[config.mk]
export PLATFORM = sky130hd
export DESIGN_NAME = neuron_accumulator_flat
export DESIGN_NICKNAME = d
export VERILOG_FILES = /design/src/rtl/neuron_accumulator_if.sv /design/src/rtl/neuron_accumulator.sv /design/src/flat_wrapper.sv
export SDC_FILE = /design/constraint.sdc
export NUM_CORES = 1
export LEC_CHECK = 0
export CORE_MARGIN = 2
export CORE_UTILIZATION = 46
export DETAILED_ROUTE_END_ITERATION = 12
export PLACE_DENSITY = 0.75
export SLEW_MARGIN = 30
export SYNTH_ARGS = -nofsm -noshare
export SYNTH_HDL_FRONTEND = slang
export SYNTH_SLANG_ARGS = --single-unit
[constraint.sdc]
create_clock -name clk -period 4.1 [get_ports clk]
set_input_delay 0.82 -clock clk [delete_from_list [all_inputs] [get_ports clk]]
set_output_delay 0.82 -clock clk [all_outputs]
set_load 0.02 [all_outputs]
[src/rtl/neuron_accumulator_if.sv]
// Handshake bundle between a product source, the neuron accumulator and its result consumer.
// master = upstream/downstream environment, slave = accumulator.
interface neuron_accumulator_if;
    logic        in_valid;
    logic        in_ready;
    logic [31:0] in_product;
    logic [31:0] bias;
    logic        out_valid;
    logic        out_ready;
    logic [31:0] out_data;
    logic [7:0]  beat_count;

    modport master (
        output in_valid, in_product, bias, out_ready,
        input  in_ready, out_valid, out_data, beat_count
    );

    modport slave (
        input  in_valid, in_product, bias, out_ready,
        output in_ready, out_valid, out_data, beat_count
    );
endinterface

[src/rtl/neuron_accumulator.sv]
// Sums NUM_INPUTS signed products plus a bias in a 40-bit accumulator, then presents one
// saturated (optionally ReLU-clipped) 32-bit result with valid/ready backpressure.
module neuron_accumulator #(
    parameter int NUM_INPUTS = 4,
    parameter int RELU       = 1
) (
    input  logic                 clk,
    input  logic                 rst,
    neuron_accumulator_if.slave  bus
);
    typedef enum logic {ACCUM, HOLD} state_t;

    localparam logic [7:0]         LAST_BEAT = 8'(NUM_INPUTS - 1);
    localparam logic signed [39:0] SAT_MAX   = 40'sh007FFFFFFF;
    localparam logic signed [39:0] SAT_MIN   = 40'shFF80000000;

    state_t             state_q, state_d;
    logic signed [39:0] acc_q, acc_d;
    logic [7:0]         beat_q, beat_d;
    logic [31:0]        out_q, out_d;

    logic               accept;
    logic signed [39:0] base;
    logic signed [39:0] sum;
    logic [31:0]        sat;
    logic [31:0]        result;

    assign accept = bus.in_valid && (state_q == ACCUM);

    // First beat of a group starts from the bias instead of the stale accumulator.
    assign base = (beat_q == 8'd0) ? {{8{bus.bias[31]}}, bus.bias} : acc_q;
    assign sum  = base + {{8{bus.in_product[31]}}, bus.in_product};

    always_comb begin
        sat = sum[31:0];
        if (sum > SAT_MAX) begin
            sat = 32'h7FFF_FFFF;
        end else if (sum < SAT_MIN) begin
            sat = 32'h8000_0000;
        end
        result = ((RELU != 0) && sat[31]) ? 32'h0000_0000 : sat;
    end

    always_comb begin
        state_d = state_q;
        acc_d   = acc_q;
        beat_d  = beat_q;
        out_d   = out_q;
        unique case (state_q)
            ACCUM: begin
                if (accept) begin
                    acc_d  = sum;
                    beat_d = 8'(beat_q + 8'd1);
                    if (beat_q == LAST_BEAT) begin
                        state_d = HOLD;
                        out_d   = result;
                    end
                end
            end
            HOLD: begin
                if (bus.out_ready) begin
                    state_d = ACCUM;
                    beat_d  = 8'd0;
                end
            end
            default: state_d = ACCUM;
        endcase
    end

    always_ff @(posedge clk) begin
        if (rst) begin
            state_q <= ACCUM;
            acc_q   <= '0;
            beat_q  <= '0;
            out_q   <= '0;
        end else begin
            state_q <= state_d;
            acc_q   <= acc_d;
            beat_q  <= beat_d;
            out_q   <= out_d;
        end
    end

    assign bus.in_ready   = (state_q == ACCUM);
    assign bus.out_valid  = (state_q == HOLD);
    assign bus.out_data   = out_q;
    assign bus.beat_count = beat_q;
endmodule

[src/flat_wrapper.sv]
// flat-port wrapper written by rule: the top's interface ports become plain ports
module neuron_accumulator_flat 
#(
    parameter int NUM_INPUTS = 4,
    parameter int RELU       = 1
)
  (clk, rst, bus_in_valid, bus_in_product, bus_bias, bus_out_ready, bus_in_ready, bus_out_valid, bus_out_data, bus_beat_count);
  neuron_accumulator_if bus_i ();
  input  logic clk;
  input  logic rst;
  input wire logic [$bits(bus_i.in_valid)-1:0] bus_in_valid;
  input wire logic [$bits(bus_i.in_product)-1:0] bus_in_product;
  input wire logic [$bits(bus_i.bias)-1:0] bus_bias;
  input wire logic [$bits(bus_i.out_ready)-1:0] bus_out_ready;
  output wire logic [$bits(bus_i.in_ready)-1:0] bus_in_ready;
  output wire logic [$bits(bus_i.out_valid)-1:0] bus_out_valid;
  output wire logic [$bits(bus_i.out_data)-1:0] bus_out_data;
  output wire logic [$bits(bus_i.beat_count)-1:0] bus_beat_count;
  assign bus_i.in_valid = bus_in_valid;
  assign bus_i.in_product = bus_in_product;
  assign bus_i.bias = bus_bias;
  assign bus_i.out_ready = bus_out_ready;
  assign bus_in_ready = bus_i.in_ready;
  assign bus_out_valid = bus_i.out_valid;
  assign bus_out_data = bus_i.out_data;
  assign bus_beat_count = bus_i.beat_count;
  neuron_accumulator #(.NUM_INPUTS(NUM_INPUTS), .RELU(RELU)) u_core (.clk(clk), .rst(rst), .bus(bus_i));
endmodule
==> results_dict.tcl, run 1 <==
set metrics [dict create \
    worstSetupStartpointType "register" \
    powerDensity_nw_per_um2 378 \
    setup_ws_ns -0.341 \
    dp_hpwl_microns 14600 \
    clock_skew_ns 0.00876 \
    cpPeakStageDelay_ns 0.53 \
    vias 6612 \
    setup_tns_ns -9.04 \
    drive_gt1_share_pct 35.1 \
    clkPwrFrac_pct 22.7 \
    cts_buffers 9 \
    pre_cts_ws_ns -0.456 \
    yosysWarningCount 0 \
    syn_avg_cell_area_sq_um 7.86 \
    fin_nets 1097 \
    grt_pass1_wl_microns 33600 \
    crit_path_max_fanout 8 \
    io_buffers 108 \
    synthCells 744 \
    period_share_pct 108 \
    cellLeakagePower_uw 0.00381 \
    fp-row-count 41 \
    drc 0 \
    worst_hold_slack_ns 0.457 \
    ys_seq_area_share_pct 27.4 \
    outcome "finished with violations" \
    wirelength_met1_microns 9030 \
    ys_ff_latch 80 \
    synth_edf_count 0 \
    die_h_microns 117 \
    wl_met3_microns 1260 \
    die_w_microns 117 \
    grt_use_total_pct 31.8 \
    diodes 0 \
    fin_cells 1163 \
    ant_nets 0 \
    netlist_top_cells_count "nor2_1, a21oi_1, dfxtp_1" \
    synth_compound_area_share_pct 26.7 \
    cts_max_path_buffers 2 \
    synth_top_family_by_area "compound AO/OA/AOI/OAI gates" \
    synth_nets 855 \
    regArea_sq_um 1610 \
    dieArea_sq_um 13600 \
    relSlewSlack_pct 54.7 \
    async_flop_share_pct 0 \
    synthFlopType "dfxtp_1" \
    cp_cell_sequence "or4_4, nor3_4, nand2_4, buf_12, buf_8, mux2_4, ha_4, buf_6, o211ai_1, o211ai_1, a21o_1, and2_4, buf_4, o2111ai_1, o211ai_1, o2111ai_2, nor4_4, buf_6, buf_12, buf_12, a211oi_2" \
    synth_xor_area_share_pct 5.69 \
    vias_per_cell 5.69 \
    max_slew.worst_pin.slew_ns 0.679 \
    maxSlewViolCount 0 \
    cp.arrival_ns 4.67 \
    setup_violations 36 \
    insertion_delay_ns 0.36 \
    drt_iter0_markers 450 \
    syn_area_sq_um 5850 \
    grt_overflow 0 \
    ys_types 59 \
    power.switching_uw 1310 \
    ctsHtreeMaxLevel 3 \
    rsz0062_at_grt "yes" \
    switching_share_pct 37.3 \
    crit_slowest_cell "or4_4" \
    core_sq_um 12500 \
    topRoutingLayerUsed "met4" \
    cts_sinks 80 \
    critPathRequiredTime_ns 4.33 \
    seqPwrFrac_pct 25.0 \
    combPwrFrac_pct 52.3 \
    yosys-top-cells-area "dfxtp_1, ha_1, a21oi_1" \
    fmax_mhz 225 \
    grt_max_degree 59 \
    syn_to_final_growth_pct 59.5 \
    design_area_sq_um 9320 \
    io_pins 110 \
    fin_crit_ns 4.44 \
    violations "negative setup slack" \
    yosys.area_share.adder_pct 9.33 \
    hold_viol 0 \
    synth_mux_area_share_pct 5.97 \
    crit_buf_inv 7 \
    cts_tree "yes" \
    multiInputGateArea_sq_um 4600 \
    wl_per_cell_microns 18.6 \
    start_util_pct 46.7 \
    dp.cells 1117 \
    crit_type "reg -> reg" \
    p_int_uw 2210 \
    route.met2.wl_microns 10700 \
    ctsHoldBuffers 0 \
    cts_root_buffer "clkbuf_16" \
    cap_violations 0 \
    netlist.top_cell.by_area "dfxtp_1" \
    path_clk_slew_ns 0.06 \
    yosysMostFrequentCell "nor2_1" \
    crit_family "simple AND/OR/NAND/NOR gates" \
    antenna_found_initial 0 \
    firstDrtPassIters 5 \
    worst_hold_path_type "reg -> reg" \
    drt-total-wl_microns 21600 \
    nFillCells 871 \
    gp_congestion 1.03 \
    peakVddDrop_mv 0.245 \
    synth-simple-area-share_pct 19.8 \
    dpl_cell_area_sq_um 8200 \
    first_global_vias 6736 \
    timing.critical_path.to_type "register" \
    synth_top_area_share_pct 27.4 \
]
## metrics by stage
| step | utilization [%] | power, uW |
|---|---|---|
| 6_report | 74.5 | 3520 |
| 3_3_place_gp | 65.5 | 2370 |
| 2_1_floorplan | - | 1750 |
| 5_1_grt | 74.5 | 3700 |
| 4_1_cts | 72.9 | 3370 |
| 3_5_place_dp | 65.5 | 2400 |
## worst register-to-register path, cell delays in order, from the launching register on
cell and delay, ns:
dfxtp_4 0.34, or4_4 0.53, nor3_4 0.18, nand2_4 0.10, buf_12 0.15, buf_8 0.14
mux2_4 0.31, ha_4 0.30, buf_6 0.10, o211ai_1 0.14, o211ai_1 0.27, a21o_1 0.23
and2_4 0.18, buf_4 0.11, o2111ai_1 0.11, o211ai_1 0.17, o2111ai_2 0.18, nor4_4 0.30
buf_6 0.17, buf_12 0.11, buf_12 0.13, a211oi_2 0.07
## layer usage
layer / vias up / track usage (%)
met2: 262 / 55.3
met4: 0 / 11.8
met3: 59 / 5.86
met5: - / 0
met1: 3144 / 39.1
li1: 3147 / -
## sequential cells by signal, summed over array words and instances (netlist names)
| register | count |
|---|---|
| u_core.acc_q | 40 |
| u_core.bus.beat_count | 8 |
| u_core.bus.out_data | 31 |
| u_core.bus.out_valid | 1 |
## logic make-up after synthesis
kind of cell / Yosys count
simple gates: 250
compound gates: 233
flops: 80
buf+inv: 68
fa+ha+maj: 43
xor+xnor: 38
mux: 31
other cells: 1
## power by group through the flow
stage | sequential (uW) | combinational, uW | clock, uW
final | 880 | 1840 | 801
after global routing | 885 | 1970 | 843
after CTS | 879 | 1680 | 809
after detailed placement | 894 | 1500 | 0
after global placement | 890 | 1480 | 0
after floorplan | 891 | 862 | 0
## area by class of cell
| class | instances | area share, % |
|---|---|---|
| clock inverters | 4 | 0.376 |
| multi-input cells | 596 | 49.3 |
| inverters | 16 | 0.644 |
| clock buffers | 12 | 2.75 |
| repair buffers | 283 | 27.3 |
| flip-flops and latches | 80 | 17.3 |
| well taps | 172 | 2.31 |
## timing repair
item | in CTS | in global routing
resized for setup | 54 | 51
cloned | 4 | 0
pin swaps | 20 | 24
buffers inserted | 23 | 7
endpoints found under the setup margin | 43 | 49
## cells in the final DEF, fill, tap and decap left out, types with 4 or more instances in the layout
| cell type | count |
|---|---|
| a211oi_1 | 4 |
| a211oi_2 | 33 |
| a21o_1 | 22 |
| a21oi_1 | 58 |
| a21oi_2 | 20 |
| a21oi_4 | 6 |
| and2_1 | 15 |
| and3_1 | 8 |
| buf_12 | 9 |
| buf_4 | 161 |
| clkbuf_16 | 9 |
| clkdlybuf4s50_1 | 108 |
| dfxtp_1 | 78 |
| ha_1 | 30 |
| ha_4 | 11 |
| inv_1 | 16 |
| mux2_2 | 28 |
| nand2_1 | 67 |
| nand3_1 | 9 |
| nand4_1 | 17 |
| nor2_1 | 92 |
| o211ai_1 | 7 |
| o21a_1 | 5 |
| o21ai_0 | 30 |
| o21ai_1 | 9 |
| or2_2 | 6 |
| xnor2_1 | 15 |
| xnor2_2 | 6 |
| xor2_1 | 15 |
## worst paths after layout
check	end	cells past startpoint	slack, ns	from
setup / recovery	u_core.bus.out_data[29]	21	-0.34	u_core.bus.beat_count[4]
hold / removal	u_core.acc_q[32]	2	0.46	u_core.acc_q[32]
setup reg to reg	u_core.bus.out_data[29]	21	-0.34	u_core.bus.beat_count[4]
hold reg to reg	u_core.acc_q[32]	2	0.46	u_core.acc_q[32]
No activity file was read; power rests on OpenSTA's default activity.
==> run 2, diff against run 1 <==
--- a/config.mk
+++ b/config.mk
@@ -7,6 +7,8 @@
 export LEC_CHECK = 0
 export CORE_MARGIN = 2
 export CORE_UTILIZATION = 46
+export CTS_CLUSTER_DIAMETER = 150
+export CTS_CLUSTER_SIZE = 28
 export DETAILED_ROUTE_END_ITERATION = 12
 export PLACE_DENSITY = 0.75
 export SLEW_MARGIN = 30
==> constraint.sdc (replaced) <==
create_clock -name clk -period 4.1 [get_ports clk]
set_input_delay 1.23 -clock clk [delete_from_list [all_inputs] [get_ports clk]]
set_output_delay 1.23 -clock clk [all_outputs]
set_load 0.02 [all_outputs]
==> run 2 against run 1 <==
  * The flow still finishes with violations (negative setup slack)
  * Utilization is 0.42 points higher
  * Via count shrank 0.11%
  * Hold slack worse by 0.0027 ns
  * Register-to-register slack better by 0.02 ns
  * Clock-buffer cell count increased by 1
  * Final area rose by 0.56%
  * Sequential cell count did not move
  * Wire length shrank 2.1%
  * Critical path depth down 4
  * Global-route usage shrank 0.71 points
  * Clock power increased by 6.0%
  * Sequential share of layout area decreased by 0.097 points
  * Critical endpoint is now u_core.bus.out_data[12]
  * Largest cell class unchanged
  * Highest routed layer unchanged
==> results_dict.tcl, run 2 (synthesized netlist as in run 1, its figures left out) <==
set metrics [dict create \
    outcome "finished with violations" \
    violations "negative setup slack" \
    pre_cts_ws_ns -0.685 \
    drt-total-wl_microns 21200 \
    rsz0062_at_grt "yes" \
    regArea_sq_um 1610 \
    cp.arrival_ns 4.66 \
    clock_skew_ns 0.00554 \
    wl_per_cell_microns 18.0 \
    grt_use_met2_pct 53.1 \
    cpPeakStageDelay_ns 0.54 \
    cellLeakagePower_uw 0.00385 \
    worst_hold_path_type "reg -> reg" \
    maxSlewViolCount 0 \
    ant_nets 0 \
    gp_congestion 0.913 \
    dp_hpwl_microns 14900 \
    power.switching_uw 1270 \
    use_met3_pct 4.83 \
    dieArea_sq_um 13600 \
    timing.rr.start "u_core.bus.beat_count[4]" \
    final_common_cell "buf_4" \
    combPwrFrac_pct 51.5 \
    fin_cells 1177 \
    met1_usage_pct 37.7 \
    layout_common_cells "buf_4, clkdlybuf4s50_1, nor2_1, dfxtp_1, nand2_1" \
    insertion_delay_ns 0.35 \
    ctsHtreeMaxLevel 3 \
    multiInputGateArea_sq_um 4560 \
    firstDrtPassIters 5 \
    fmax_mhz 226 \
    crit_cells 17 \
    crit_slowest_cell "or4_4" \
    cts_sinks 80 \
    hold_viol 0 \
    p_int_uw 2290 \
    path_clk_slew_ns 0.06 \
    relSlewSlack_pct 49.6 \
    peakVddDrop_mv 0.240 \
    largest_register_ff_count 40 \
    powerDensity_nw_per_um2 380 \
    drc 0 \
    cts_buffers 9 \
    first_global_vias 6732 \
    io_pins 110 \
    grt_pass1_wl_microns 32900 \
    worst_hold_slack_ns 0.454 \
    fp-row-count 41 \
    core_sq_um 12500 \
    switching_share_pct 35.7 \
    drive_gt1_share_pct 36.1 \
    cp_cell_sequence "or4_4, nor3_4, nand2_2, buf_4, mux2_2, ha_1, a21oi_1, o21ai_1, a22oi_1, nor2_1, a211oi_2, xor2_1, o2111ai_2, nor4_4, buf_6, clkbuf_16, a211oi_2" \
    drt_iter0_markers 428 \
    r2r_cells 17 \
    vias 6605 \
    clkPwrFrac_pct 23.8 \
    rr_endpoint "u_core.bus.out_data[12]" \
    io_buffers 108 \
    seqPwrFrac_pct 24.7 \
    crit_type "reg -> reg" \
    cts_root_buffer "clkbuf_16" \
    die_w_microns 117 \
    cts_max_path_buffers 2 \
    critPathLaunch "u_core.bus.beat_count[4]" \
    period_share_pct 108 \
    crit_family "compound AO/OA/AOI/OAI gates" \
    cts_tree "yes" \
    design_area_sq_um 9370 \
    setup_violations 34 \
    critPathRequiredTime_ns 4.33 \
    ff2ff_setup_slack_ns -0.32 \
    grt_use_total_pct 31.1 \
    fin_crit_ns 4.42 \
    setup_ws_ns -0.324 \
    crit_end "u_core.bus.out_data[12]" \
    fin_nets 1112 \
    max_slew.worst_pin.slew_ns 0.754 \
    diodes 0 \
    busiest_layer "met2" \
    grt_overflow 0 \
    dpl_cell_area_sq_um 8320 \
    cap_violations 0 \
    regMostFlops "u_core.acc_q" \
    start_util_pct 46.7 \
    worstSetupStartpointType "register" \
    dp.cells 1133 \
    timing.critical_path.to_type "register" \
    crit_path_max_fanout 20 \
    crit_top_cell "a211oi_2" \
    vias_per_cell 5.61 \
    grt_max_degree 41 \
    nFillCells 892 \
    die_h_microns 117 \
    finalPower_uw 3560 \
    syn_to_final_growth_pct 60.4 \
    antenna_found_initial 0 \
    crit_buf_inv 3 \
]
==> run 2: tightest hold or removal path, cell delays in order (launching register included) <==
cell	delay (ns)
dfxtp_1	0.31
nand2_1	0.05
a21oi_1	0.05
==> run 2: worst min-delay path by stage <==
stage,end,depth (start not counted),startpoint
finish,u_core.acc_q[26],2,u_core.acc_q[26]
CTS,u_core.acc_q[26],2,u_core.acc_q[26]
global placement,u_core.acc_q[21],2,u_core.acc_q[21]
global route,u_core.acc_q[21],2,u_core.acc_q[21]
detailed placement,u_core.acc_q[26],2,u_core.acc_q[26]
floorplan,u_core.acc_q[34],2,u_core.acc_q[34]
==> run 2: metal layers <==
layer / routed length (microns) / vias up / part of all wire, %
li1: - / 3170 / -
met4: 834 / 0 / 3.9
met3: 1070 / 68 / 5.1
met2: 10300 / 227 / 49
met1: 8930 / 3140 / 42
met5: 0 / - / 0
==> run 2: power by group through the flow <==
stage	Combinational [uW]	Clock, uW	Sequential [uW]
after CTS	1710	858	879
after global placement	1540	0	891
final	1840	849	880
after detailed placement	1560	0	895
after floorplan	862	0	891
after global routing	1970	889	886
==> run 2: repair_timing <==
item	4_1_cts	5_1_grt
cloned	1	1
resized for setup	51	42
pin swaps	20	35
hold buffers	0	0
endpoints found under the setup margin	45	50
buffers inserted	20	9
==> run 2: per-stage QoR <==
| step | util [%] | TNS [ns] |
|---|---|---|
| finish | 74.9 | -9.72 |
| global route | 74.9 | -14.58 |
| CTS | 72.5 | -6.58 |
| detailed placement | 66.5 | -23.97 |
| global placement | 66.5 | -21.92 |
| floorplan | - | -4.04 |
==> run 2: cell type report <==
cell class | instances | area share, %
repair buffers | 298 | 28.0
well taps | 172 | 2.30
multi-input cells | 596 | 48.6
clock inverters | 2 | 0.414
clock buffers | 13 | 2.88
inverters | 16 | 0.641
flip-flops and latches | 80 | 17.2
